## src/rtl/count_capture.sv

```systemverilog
// count_capture: queues every change of an upstream count value until EndVal is seen.
// Build option: define COUNT_CAPTURE_STEP_CHECK_EN to flag RUN-state captures that are not last+1 on Error_o.
module count_capture #(
    parameter int Width  = 32,
    parameter int Depth  = 4,
    parameter int EndVal = 64
) (
    input  logic             Clk_i,
    input  logic             Reset_i,
    input  logic [Width-1:0] Data_i,
    output logic             Valid_o,
    input  logic             Ready_i,
    output logic [Width-1:0] Data_o,
    output logic             Done_o,
    output logic             Overflow_o,
    output logic             Error_o
);

    localparam int AW = $clog2(Depth);
    localparam int CW = AW + 1;
    localparam logic [Width-1:0] END_VAL  = Width'(EndVal);
    localparam logic [CW-1:0]    FULL_CNT = CW'(Depth);

    typedef enum logic [1:0] {
        ST_FIRST,
        ST_RUN,
        ST_DONE
    } state_t;

    state_t           r_state;
    state_t           w_state_next;

    logic [Width-1:0] r_mem [Depth];
    logic [AW-1:0]    r_wr_ptr;
    logic [AW-1:0]    r_rd_ptr;
    logic [CW-1:0]    r_count;
    logic [Width-1:0] r_last;
    logic             r_overflow;

    logic             w_capture;
    logic             w_is_end;
    logic             w_empty;
    logic             w_full;
    logic             w_pop;
    logic             w_push;
    logic             w_drop;

    assign w_is_end = (Data_i == END_VAL);
    assign w_empty  = (r_count == '0);
    assign w_full   = (r_count == FULL_CNT);

    always_comb begin
        w_state_next = r_state;
        w_capture    = 1'b0;
        case (r_state)
            ST_FIRST: begin
                w_capture    = 1'b1;
                w_state_next = w_is_end ? ST_DONE : ST_RUN;
            end
            ST_RUN: begin
                if (Data_i != r_last) begin
                    w_capture = 1'b1;
                    if (w_is_end) begin
                        w_state_next = ST_DONE;
                    end
                end
            end
            default: begin
                w_capture    = 1'b0;
                w_state_next = ST_DONE;
            end
        endcase
        if (Reset_i) begin
            w_capture = 1'b0;
        end
    end

    // A full FIFO still accepts a capture when the head leaves in the same cycle.
    assign w_pop  = !w_empty && Ready_i;
    assign w_push = w_capture && (!w_full || w_pop);
    assign w_drop = w_capture && w_full && !w_pop;

    always_ff @(posedge Clk_i) begin
        if (Reset_i) begin
            r_state    <= ST_FIRST;
            r_wr_ptr   <= '0;
            r_rd_ptr   <= '0;
            r_count    <= '0;
            r_last     <= '0;
            r_overflow <= 1'b0;
        end else begin
            r_state <= w_state_next;
            if (w_push) begin
                r_wr_ptr <= r_wr_ptr + AW'(1);
            end
            if (w_pop) begin
                r_rd_ptr <= r_rd_ptr + AW'(1);
            end
            case ({w_push, w_pop})
                2'b10:   r_count <= r_count + CW'(1);
                2'b01:   r_count <= r_count - CW'(1);
                default: r_count <= r_count;
            endcase
            if (w_capture) begin
                r_last <= Data_i;
            end
            if (w_drop) begin
                r_overflow <= 1'b1;
            end
        end
    end

    always_ff @(posedge Clk_i) begin
        if (w_push) begin
            r_mem[r_wr_ptr] <= Data_i;
        end
    end

    assign Valid_o    = !w_empty;
    assign Data_o     = w_empty ? '0 : r_mem[r_rd_ptr];
    assign Done_o     = (r_state == ST_DONE);
    assign Overflow_o = r_overflow;

`ifdef COUNT_CAPTURE_STEP_CHECK_EN
    logic             r_error;
    logic [Width-1:0] w_last_inc;

    assign w_last_inc = r_last + Width'(1);

    // The very first sample after reset has no predecessor, so only RUN captures are checked.
    always_ff @(posedge Clk_i) begin
        if (Reset_i) begin
            r_error <= 1'b0;
        end else if (w_capture && (r_state == ST_RUN) && (Data_i != w_last_inc)) begin
            r_error <= 1'b1;
        end
    end

    assign Error_o = r_error;
`else
    assign Error_o = 1'b0;
`endif

endmodule

```

## config.mk

```make
export PLATFORM = sky130hd
export DESIGN_NAME = count_capture
export DESIGN_NICKNAME = d
export VERILOG_FILES = /design/src/rtl/count_capture.sv
export SDC_FILE = /design/constraint.sdc
export NUM_CORES = 1
export LEC_CHECK = 0
export CAP_MARGIN = 15
export CORE_MARGIN = 4
export CORE_UTILIZATION = 45
export DETAILED_ROUTE_END_ITERATION = 10
export PLACE_DENSITY = 0.76
export SKIP_LAST_GASP = 1
export SLEW_MARGIN = 20
export SYNTH_ARGS = -nofsm -noshare
export SYNTH_HDL_FRONTEND = slang
export SYNTH_SLANG_ARGS = --single-unit
export TNS_END_PERCENT = 50
```

## constraint.sdc

```tcl
create_clock -name Clk_i -period 2.64 [get_ports Clk_i]
set_clock_uncertainty 0.05 [all_clocks]
set_input_delay 0.528 -clock Clk_i [delete_from_list [all_inputs] [get_ports Clk_i]]
set_output_delay 0.528 -clock Clk_i [all_outputs]
set_load 0.02 [all_outputs]
```

==> qor.yml <==
synth:
  share_of_the_synthesized_area_in_the_top_cell_type: 0.540
  synth_sequential_area_ratio: 0.663
  post_synth_num_cell_types: 42
  synth_largest_area_cell: "edfxtp_1"
  synth_most_common_cell: "edfxtp_1"
  netlist_top_cells_area: "edfxtp_1 (54%), dfxtp_1 (12%), mux4_2 (10%), xnor2_1 (3.7%), and2_1 (3.2%)"
  synth_async_sr_flop_share: 0
  yosys_warnings: 0
  post_synth_inst_count: 475
  post_synth.cell_area_avg_um2: 15.0
  ys_top_cells_by_count: "edfxtp_1 (128), dfxtp_1 (44), and2_1 (36), nand2_1 (35), nand2b_1 (33)"
  synth_edf_count: 128
  synth.cell_area_mm2: 0.00712
  post_synthesis_register_bit_count: 172
  postSynth.topFlopCell: "edfxtp_1"
  postSynthNetCount: 515
grt:
  grt_max_degree: 66
  grt_overflow: 0
  number_of_antenna_violations_at_the_first_check_in_global_routing: 0
  grt_util_all_layers: 0.181
  globalRouteMet2Util: 0.311
  grt_busiest_layer: "met2"
  globalRouteMet3Util: 0.0334
  grt_first_pass_wirelength_um: 24300
  grt_pass1_vias: 4426
  grt.met1_usage: 0.228
sta:
  setup_viol: 0
  hold_violations: 0
  slew_headroom: 0.576
  post-route-period-util: 0.996
  post-route-min-period_ns: 2.63
  rsz0062_at_grt: "yes"
  fmaxAchievable_ghz: 0.380
  maxSlewViolCount: 0
  worst_slew_pin_slew_ns: 0.635
  totalNegativeSetupSlack_ns: 0
placement:
  place.detailed.hpwl_um: 10300
  gpl.final_weighted_congestion: 0.833
  post_dp_cell_area_mm2: 0.00844
  port-buffer-count: 69
run_status:
  run_status: "completed"
layout:
  area_grow_syn2layout_pct: 28.4
  final_core_utilization: 0.595
  layout_cells_sized_above_1: 0.231
  postLayoutCellArea_mm2: 0.00914
  nNetsFinal: 638
  antennaDiodeCount: 0
floorplanning:
  die_height_um: 134
  initial_core_util: 0.463
  floorplan.rows: 45
  core_area_mm2: 0.0154
  pin_count: 71
  floorplan.die.width_um: 134
  dieArea_mm2: 0.0179
clocking:
  clockRootBuffer: "clkbuf_16"
  ctsLongestPathBuffers: 2
  cts-htree-levels: 4
  tritoncts: "done"
  cts_hold_repair.buffers: 0
  insertion_delay_ns: 0.42
  cts-buffers-inserted: 17
  clkTransAtPathRegs_ns: 0.06
  numClockSinks: 172
drt:
  drtAntennaViolNets: 0
  routed_wire_length_per_instance_um: 19.0
  drtIter0Drc: 299
  postRouteWirelength_um: 15600
  drcViolationCount: 0
  drt_pre_antenna_iters: 4
  via_per_inst: 5.14
  via_count: 4225
power_and_ir_drop:
  ir_drop_worst_vdd_mv: 0.505
  power.density_mw_per_mm2: 908
  power_leakage_nw: 3.29
run:
  maxCapViolations: 0
setup_path:
  crit_path_buffers_inverters: 1
  critical_path.max_fanout: 2
  worstSetupStartpointType: "input port"
  worstPathRequired_ns: 2.89
  timing.critical_path.slowest_stage_cell: "clkdlybuf4s50_1"
  dominant_delay_contributor_by_cell_family_on_the_critical_path: "simple AND/OR/NAND/NOR gates"
  criticalPathCategory: "input port to register"
  timing.critical_path.to_type: "register"
  critPathMaxStageDelay_ns: 0.54
  critical_path_arrival_ns: 2.88
  critical_path.cell_chain: "clkdlybuf4s50_1 > xnor2_1 > nand4_1 > nor4_4 > a31oi_4 > nor2_2 > fa_2 > nor3b_4 > mux2i_1 > mux2_1"
  worst-r2r-setup-slack_ns: 0.18
min_path:
  worstHoldPathType: "register to register"
[flip-flops by register name, summed over array words and instances, names as in the netlist, named ones only]
register    flops
r_last         32
r_mem         128
Overflow_o      1
r_wr_ptr        2
r_count         3
r_state         2
r_rd_ptr        2
[placed cells by master (no fill, tap or decap), drive strengths merged, types with 2 or more instances in the layout]
| master | count |
|---|---|
| a21oi | 5 |
| a31oi | 2 |
| and2 | 37 |
| buf | 60 |
| bufinv | 3 |
| clkbuf | 20 |
| clkdlybuf4s50 | 25 |
| clkinv | 7 |
| clkinvlp | 2 |
| dfxtp | 44 |
| dlygate4sd2 | 43 |
| edfxtp | 128 |
| ha | 4 |
| inv | 2 |
| mux2i | 5 |
| mux4 | 32 |
| nand2 | 35 |
| nand2b | 33 |
| nand4 | 10 |
| nor2 | 15 |
| nor2b | 2 |
| nor3b | 2 |
| nor4 | 10 |
| nor4b | 3 |
| nor4bb | 2 |
| o21ai | 34 |
| or3 | 2 |
| xnor2 | 30 |
| xor2 | 4 |
[cells by family after synthesis]
group	share of synthesized area
flip-flops	0.663
AND/OR/NAND/NOR	0.126
AO/OA/AOI/OAI	0.0314
multiplexers	0.110
XOR/XNOR	0.0418
buffers and inverters	0.0174
adder cells (fa/ha/maj)	0.00984
other	0.000527
[routing by layer]
metal  share of wire  wire [um]
met2            0.52       8060
met4           0.020        312
met5               0          0
met1            0.43       6690
met3           0.035        550
[power by group]
part | switching [mW] | internal [mW] | total, mW | leakage, nW
Sequential | 0.137 | 3.13 | 3.26 | 1.54
Clock | 0.971 | 1.53 | 2.50 | 0.291
Combinational | 1.32 | 1.22 | 2.54 | 1.46
Total | 2.42 | 5.88 | 8.30 | 3.29
[final cells by class]
type,instances,area [um^2]
fillers,1168,6230
flip-flops and latches,172,4730
multi-input cells,276,2370
repair buffers,129,1170
clock buffers,20,457
well taps,211,264
clock inverters,12,145
inverters,2,7.51
[worst paths after layout]
path	start	endpoint	cells after the start
setup / recovery	Data_i[20]	r_count[2]	10
hold / removal	r_last[1]	r_last[1]	2
setup reg to reg	r_last[6]	r_count[2]	10
hold reg to reg	r_last[1]	r_last[1]	2
[tightest hold or removal path, stage by stage (launching register included)]
cell      delay, ns
dfxtp_1        0.32
nand2b_1       0.07
o21ai_1        0.05
[through the flow]
stage          hold WS, ns  total power, mW  cells  worst slack [ns]
2_1_floorplan        0.404             4.85    475           0.00388
3_3_place_gp         0.413             5.99    785            -0.498
3_5_place_dp         0.414             6.04    785            -0.671
4_1_cts              0.431             8.39    822           -0.0673
5_1_grt              0.446             8.68    822           -0.0958
6_report             0.430             8.30    822            0.0115
[timing repair]
| item | CTS | global route |
|---|---|---|
| pin swaps | 9 | 2 |
| cloned | 1 | 0 |
| buffers inserted | 4 | 0 |
| resized for setup | 54 | 7 |
| setup endpoints to repair | 162 | 50 |
Power figures use the tool's default switching activity.
